$ cat config.mk
export PLATFORM = sky130hd
export DESIGN_NAME = imm_gen_pipe
export DESIGN_NICKNAME = d
export VERILOG_FILES = /design/src/rtl/imm_gen_pipe.sv
export SDC_FILE = /design/constraint.sdc
export NUM_CORES = 1
export LEC_CHECK = 0
export ABC_AREA = 1
export CORE_ASPECT_RATIO = 1.1
export CORE_UTILIZATION = 36
export DETAILED_ROUTE_END_ITERATION = 8
export PLACE_DENSITY_LB_ADDON = 0.3
export RECOVER_POWER = 50
export SLEW_MARGIN = 20
export SYNTH_ARGS = -nofsm -noshare
export SYNTH_HDL_FRONTEND = slang
export SYNTH_SLANG_ARGS = --single-unit
export TNS_END_PERCENT = 20
$ cat constraint.sdc
create_clock -name clk -period 1.8 [get_ports clk]
set_input_delay 0.54 -clock clk [delete_from_list [all_inputs] [get_ports clk]]
set_output_delay 0.54 -clock clk [all_outputs]
set_load 0.005 [all_outputs]
$ cat src/rtl/imm_gen_pipe.sv
// imm_gen_pipe: registered immediate generator with a 2-entry skid buffer.
// Decodes I/U/S/B/J/Z/SH immediates to XLEN bits and carries a sideband tag
// alongside each beat. in_ready comes straight from a flop.
// Optional feature macro: IMMGEN_ERR_EN adds an 'err' output flagging beats
// that arrived with the reserved ext_op value 7.
module imm_gen_pipe #(
  parameter int XLEN  = 32,
  parameter int TAG_W = 32
) (
  input  logic             clk,
  input  logic             rst,
  input  logic             in_valid,
  output logic             in_ready,
  input  logic [31:0]      instr,
  input  logic [2:0]       ext_op,
  input  logic [TAG_W-1:0] in_tag,
  output logic             out_valid,
  input  logic             out_ready,
`ifdef IMMGEN_ERR_EN
  output logic             err,
`endif
  output logic [XLEN-1:0]  imm,
  output logic [TAG_W-1:0] out_tag
);

  typedef enum logic [1:0] {EMPTY, ONE, TWO} state_t;

  state_t state, state_next;

  logic [XLEN-1:0]  dec_imm;
  logic [XLEN-1:0]  main_imm, skid_imm;
  logic [TAG_W-1:0] main_tag, skid_tag;
  logic             in_xfer, out_xfer;
  logic [31:0]      u_word;
  logic             sgn;
  logic             unused_opcode;

  assign sgn           = instr[31];
  assign u_word        = {instr[31:12], 12'b0};
  assign unused_opcode = ^instr[6:0];

  assign in_xfer  = in_valid && in_ready;
  assign out_xfer = out_valid && out_ready;

  // Immediate decode; the reserved format falls back to I-type.
  always_comb begin
    dec_imm = {{(XLEN-12){sgn}}, instr[31:20]};
    case (ext_op)
      3'd1: dec_imm = XLEN'($signed(u_word));
      3'd2: dec_imm = {{(XLEN-12){sgn}}, instr[31:25], instr[11:7]};
      3'd3: dec_imm = {{(XLEN-12){sgn}}, instr[7], instr[30:25], instr[11:8], 1'b0};
      3'd4: dec_imm = {{(XLEN-20){sgn}}, instr[19:12], instr[20], instr[30:21], 1'b0};
      3'd5: dec_imm = XLEN'(instr[19:15]);
      3'd6: dec_imm = (XLEN == 64) ? XLEN'(instr[25:20]) : XLEN'(instr[24:20]);
      default: dec_imm = {{(XLEN-12){sgn}}, instr[31:20]};
    endcase
  end

  // State register plus the registered in_ready, both cleared by reset.
  always_ff @(posedge clk) begin
    if (rst) begin
      state    <= EMPTY;
      in_ready <= 1'b1;
    end else begin
      state    <= state_next;
      in_ready <= (state_next != TWO);
    end
  end

  // Next-state: occupancy goes up on an accepted input, down on a consumed output.
  always_comb begin
    state_next = state;
    case (state)
      EMPTY: if (in_xfer) state_next = ONE;
      ONE: begin
        if (in_xfer && !out_xfer)      state_next = TWO;
        else if (!in_xfer && out_xfer) state_next = EMPTY;
      end
      TWO: if (out_xfer) state_next = ONE;
      default: state_next = EMPTY;
    endcase
  end

  // Output decode: a beat is presented whenever main holds one.
  always_comb begin
    out_valid = (state != EMPTY);
    imm       = main_imm;
    out_tag   = main_tag;
  end

  // Datapath: main feeds the output, skid catches the beat that arrives while main is stalled.
  always_ff @(posedge clk) begin
    if (rst) begin
      main_imm <= '0;
      main_tag <= '0;
      skid_imm <= '0;
      skid_tag <= '0;
    end else begin
      case (state)
        EMPTY: if (in_xfer) begin
          main_imm <= dec_imm;
          main_tag <= in_tag;
        end
        ONE: begin
          if (in_xfer && out_xfer) begin
            main_imm <= dec_imm;
            main_tag <= in_tag;
          end else if (in_xfer) begin
            skid_imm <= dec_imm;
            skid_tag <= in_tag;
          end
        end
        TWO: if (out_xfer) begin
          main_imm <= skid_imm;
          main_tag <= skid_tag;
        end
        default: ;
      endcase
    end
  end

`ifdef IMMGEN_ERR_EN
  logic main_err, skid_err, dec_err;

  assign dec_err = (ext_op == 3'd7);
  assign err     = main_err;

  // Error flag follows its beat through main and skid exactly like the tag.
  always_ff @(posedge clk) begin
    if (rst) begin
      main_err <= 1'b0;
      skid_err <= 1'b0;
    end else begin
      case (state)
        EMPTY: if (in_xfer) main_err <= dec_err;
        ONE: begin
          if (in_xfer && out_xfer) main_err <= dec_err;
          else if (in_xfer)        skid_err <= dec_err;
        end
        TWO: if (out_xfer) main_err <= skid_err;
        default: ;
      endcase
    end
  end
`endif

endmodule

## Word-level counts from Yosys, hierarchy flattened

Cells that the tools add are included.

- Equality and inequality tests: 12
- Muxes and demuxes: 14
- Bitwise operators: 1
- Reduce and logical (&&, ||, !) cells: 12

Operator list:

| kind | number |
|---|---|
| $mux W32 | 6 |
| $pmux W32 S3 | 2 |
| $pmux W32 S6 | 1 |
| $eq A3 B3 Y1 const B | 3 |
| $mux W2 | 4 |
| $ne A2 B2 Y1 const B | 4 |
| $eq A3 B2 Y1 const B | 2 |
| $pmux W2 S3 | 1 |
| $logic_and A1 B1 Y1 | 5 |
| $reduce_and A4 Y1 | 1 |
| $eq A3 B1 Y1 const B | 1 |
| $reduce_and A3 Y1 | 1 |
| $reduce_bool A3 Y1 | 1 |
| $eq A2 B1 Y1 const B | 1 |
| $eq A2 B2 Y1 const B | 1 |
| $logic_not A1 Y1 | 2 |
| $logic_not A2 Y1 | 1 |
| $reduce_bool A2 Y1 | 1 |
| $not A1 Y1 | 1 |

- Flip-flop bits (word level): 131
- Input port bits: 71

## Depth between registers and ports, before layout

- Word-level depth: 7
- Depth in mapped cells: 10
- Gate-level depth less buffers: 9

## Worst setup path after synthesis

OpenSTA, ideal clock, no wires.

- Path kind: in2reg
- Start point: input out_ready
- End point: register skid_tag[21]
- Setup time: 116 ps
- Arrival: 1464 ps
- Data required time: 1684 ps
- Slack: 221 ps
- Stages on the path: 8
- Buffers on the path: 2
- Cells stage by stage: inv_1 -> nand2_1 -> nor3_4 -> inv_2 -> clkbuf_1 -> buf_2 -> nor2_1 -> nor2_1

- Longest elaborated chain between the ends: 4

RTL lines:

| item | RTL line | RTL |
|---|---|---|
| from (decl) | 18 | `input logic out_ready,` |
| $logic_and A1 B1 Y1 | 43 | `assign out_xfer = out_valid && out_ready;` |
| $logic_and A1 B1 Y1 | 105 | `if (in_xfer && out_xfer) begin` |
| $not A1 Y1 (no line) | - |  |
| $reduce_and A3 Y1 (no line) | - |  |
| to (signal assigned) | 110 | `skid_tag <= in_tag;` |
| to (decl) | 32 | `logic [TAG_W-1:0] main_tag, skid_tag;` |

No other way between the ends.
A chain may end at the register's enable or synchronous reset.

## Worst setup path in the final report

- Start point: register state[1]
- End point: output out_valid

- Longest elaborated chain between the ends: 1

RTL lines:

| item | RTL line | RTL |
|---|---|---|
| from (decl) | 28 | `state_t state, state_next;` |
| from (signal assigned) | 65 | `state <= state_next;` |
| $reduce_bool A2 Y1 | 86 | `out_valid = (state != EMPTY);` |
| to (decl) | 17 | `output logic out_valid,` |

No other way between the ends.

==> results <==
- The pin count of the biggest net entering global routing is 61.
- Of all cell types, the one taking the most synthesized area is sky130_fd_sc_hd__dfxtp_1.
- The worst path meets setup with 96.5 ps of slack.
- The count of warnings emitted by yosys is 0.
- The initial cell density of the core is 36.6%.
- The final setup violation count is 0.
- The timing-limited maximum frequency is 0.587 GHz.
- The fraction of the yosys area taken by sequential cells is 45.7%.
- The area fraction in compound gates after synthesis is 23.0%.
- The design draws 7.95 mW.
- Before CTS, the worst setup slack after placement is -344 ps.
- Of the post-synthesis cell area, the part taken by muxes is 0.174%.
- The total grt overflow is 0.
- The share of Yosys cell area claimed by the top area cell type is 45.7%.
- Of all flip-flops after synthesis, the portion carrying an async set or reset was 0%.
- The share of synthesized cell area in and, or, nand and nor gates is 22.0%.
- In this run, synthesis produced a sequential element count of 131.
- The worst setup path is launched from a flip-flop.
- The floorplan step set the die width to 122 µm.
- The mean cell area of the mapped netlist is 7.40 µm².
- The vias after detailed routing is 5551.
- The tool flagged a number of max-cap violations equal to 0.
- The total setup buffers inserted after CTS is 0.
- The initial antenna violation count is 0.
- The static power due to leakage is 3.74 nW.
- The number of distinct library cells after synthesis is 29.
- The remaining max-slew budget at the tightest pin is 69.9%.
- The final total negative setup slack is 0 ps.
- The clock latency reported for the late side of the worst-skew pair is 410 ps.
- The via count of the first global-routing pass came to 5234.
- The worst setup path category is flip-flop to output port.
- The final critical path takes up 94.6% of the cycle.
- During I/O placement, the number of pins put on the boundary was 137.
- The total routed wirelength is 15900 µm.
- The synthesized-area fraction occupied by adder cells is 0%.
- Port buffering added 129 buffers.
- For this design the ratio of total power to cell area is 994 mW/mm².
- The arrival time of data at the critical path endpoint is 1160 ps.
- The die area is 0.0165 mm².
- For the final database, setup skew stands at 7.71 ps.
- In the routed layout, each cell is associated on average with a via count of 4.95.
- The clock tree synthesis step divided the H-tree into 4 levels.
- The weighted congestion at the end of routability-driven global placement is 0.893.
- The fraction of layout instances using a drive strength above 1 is 11.6%.
- By area the synthesized netlist is led by sky130_fd_sc_hd__dfxtp_1 (46%), sky130_fd_sc_hd__o21ai_0 (10%), sky130_fd_sc_hd__nand2_1 (10%).
- Setup repair after global routing could not meet its margin everywhere.
- Once detail routing completed, the nets flagged for antenna violations numbered 0.
- The area growth from synthesis to layout is 39.3%.
- The wire length of the first global-routing pass is 26100 µm.
- The worst hold path belongs to the class flip-flop to flip-flop.
- The wire length per cell is 14.2 µm.
- The cell area that synthesis handed to floorplanning was 0.00574 mm².
- Post-CTS repair changed the size of 54 cells.
- The leading register cell type out of synthesis is sky130_fd_sc_hd__dfxtp_1.
- The net count of the finished layout is 980.
- Along the worst path, the maximum fanout reaches 3.
- The global router's overall resource usage is 20.2%.
- The wire-length estimate of the detail-placed layout is 10100 µm.
- The worst-case clock buffer depth is 2.
- The count of mapped cells out of synthesis is 776.
- For the worst setup path, the data required time is 1260 ps.
- After detailed routing, the number of remaining DRC violations is 0.
- The cell at the root of the clock tree is sky130_fd_sc_hd__clkbuf_16.
- The total of fill cells in the finished design is 1566.
- The number of hold violations in the final report was 0.
- The first detailed-routing pass ran for 5 iterations.
- The run finished with clean final reports.
- The die is 134 µm tall.
- Hold repair after CTS inserted 0 buffers.
- The area of the core is 0.0157 mm².
- The register-to-register path setup slack is 310 ps.
- Leaving out fill and tap cells, the most frequent cells in the layout are sky130_fd_sc_hd__nand2_1 (153), sky130_fd_sc_hd__dfxtp_1 (129), sky130_fd_sc_hd__o21ai_0 (111), sky130_fd_sc_hd__nor2_1 (86), sky130_fd_sc_hd__clkdlybuf4s50_1 (63).
- The combinational family with the most area after synthesis is compound AO/OA/AOI/OAI gates.
- The critical path ends at out_valid.
- The worst setup path is captured at an output port.
- The cell row count is 48.
- In this run, synthesis inferred 0 flip-flops with an integrated enable.
- The starting DRC count in detailed routing is 276.
- The number of antenna diodes in the final layout is 0.
- The count of final max-slew check failures came to 0.
- TritonCTS built the clock tree.
- The number of cells on the worst reg-to-reg path is 6.
- Counting every sink on the clock net gives 131.
- The critical path startpoint is state[1].
- The post-synthesis share of cell area spent on xor and xnor gates is 0.152%.
- The net count after synthesis is 847.
- The worst-case IR drop observed on VDD is 0.589 mV.
- The start of the worst register-to-register path is state[0].
- The library cell used most frequently in the layout, excluding fill and tap cells, is sky130_fd_sc_hd__nand2_1.
- TritonCTS created 17 clock buffers.
- The slew of the pin with the lowest slew margin is 451 ps.
- Clock-pin slew was measured on the worst setup and hold paths at 60 ps.
- The worst register-to-register path ends at imm[21].
- The minimum clock period is 1700 ps.
==> sequential cells by signal (all words and copies together) (netlist names) <==
| register | cells |
|---|---|
| state | 2 |
| skid_imm | 32 |
| skid_tag | 32 |
| in_ready | 1 |
| imm | 32 |
| out_tag | 32 |
==> worst max-delay path, cell delays in order, from the launching register on <==
cell	delay, ps
sky130_fd_sc_hd__dfxtp_4	350
sky130_fd_sc_hd__inv_2	90
sky130_fd_sc_hd__nand2_2	50
sky130_fd_sc_hd__dlygate4sd2_1	260
==> cell usage after synthesis (5+ instances only) <==
library cell	n
sky130_fd_sc_hd__a21oi_1	60
sky130_fd_sc_hd__a31oi_1	35
sky130_fd_sc_hd__buf_2	12
sky130_fd_sc_hd__buf_6	9
sky130_fd_sc_hd__clkbuf_1	35
sky130_fd_sc_hd__dfxtp_1	131
sky130_fd_sc_hd__inv_1	41
sky130_fd_sc_hd__nand2_1	154
sky130_fd_sc_hd__nand2_2	11
sky130_fd_sc_hd__nand3_1	33
sky130_fd_sc_hd__nand4_1	7
sky130_fd_sc_hd__nor2_1	87
sky130_fd_sc_hd__o211a_1	14
sky130_fd_sc_hd__o211ai_1	5
sky130_fd_sc_hd__o21ai_0	117
sky130_fd_sc_hd__o21ai_1	5
==> layout make-up <==
cell class / count / area (µm²) / share of cell area [%]
clock buffers: 18 / 439 / 5.49
clock inverters: 13 / 160 / 2.00
inverters: 46 / 175 / 2.19
multi-input cells: 538 / 2620 / 32.8
flip-flops and latches: 131 / 2630 / 32.8
well taps: 200 / 250 / 3.13
repair buffers: 175 / 1730 / 21.6
==> metal layers <==
metal	vias to the layer above	part of all wire, %	track usage [%]
met3	14	6.5	7.09
li1	2867	-	-
met5	-	0	0
met4	0	1.2	7.25
met1	2524	45	24.8
met2	146	47	32.6
==> report_power, final <==
group / internal [mW] / total [mW] / switching (mW)
clock: 2.21 / 3.51 / 1.31
sequential: 3.12 / 3.23 / 0.106
combinational: 0.601 / 1.22 / 0.614
==> cell families after synthesis <==
logic type                count (synthesis)
and+or+nand+nor                         299
AOI/OAI and AO/OA                       237
DFF                                     131
buffers and inverters                   107
xor gates and xnor gates                  1
muxes                                     1
==> how the worst min path moves through the flow <==
stage	from	endpoint	slack, ps	cells after the start
after floorplan	skid_tag[13]	out_tag[13]	460	2
after detailed placement	imm[10]	imm[10]	460	2
after global routing	skid_tag[28]	out_tag[28]	490	2
final	imm[9]	imm[9]	470	2
after CTS	skid_tag[28]	out_tag[28]	470	2
after global placement	imm[10]	imm[10]	460	2
==> metrics by stage <==
stage	cells	utilization (%)	hold slack (ps)	cell area, µm²
finish	1121	51.0	469	8000
floorplan	776	-	455	5740
global placement	1090	47.4	457	7440
detailed placement	1090	47.4	464	7440
CTS	1121	51.0	474	8000
global route	1121	51.0	493	8000
(Power assumes the default switching activity.)
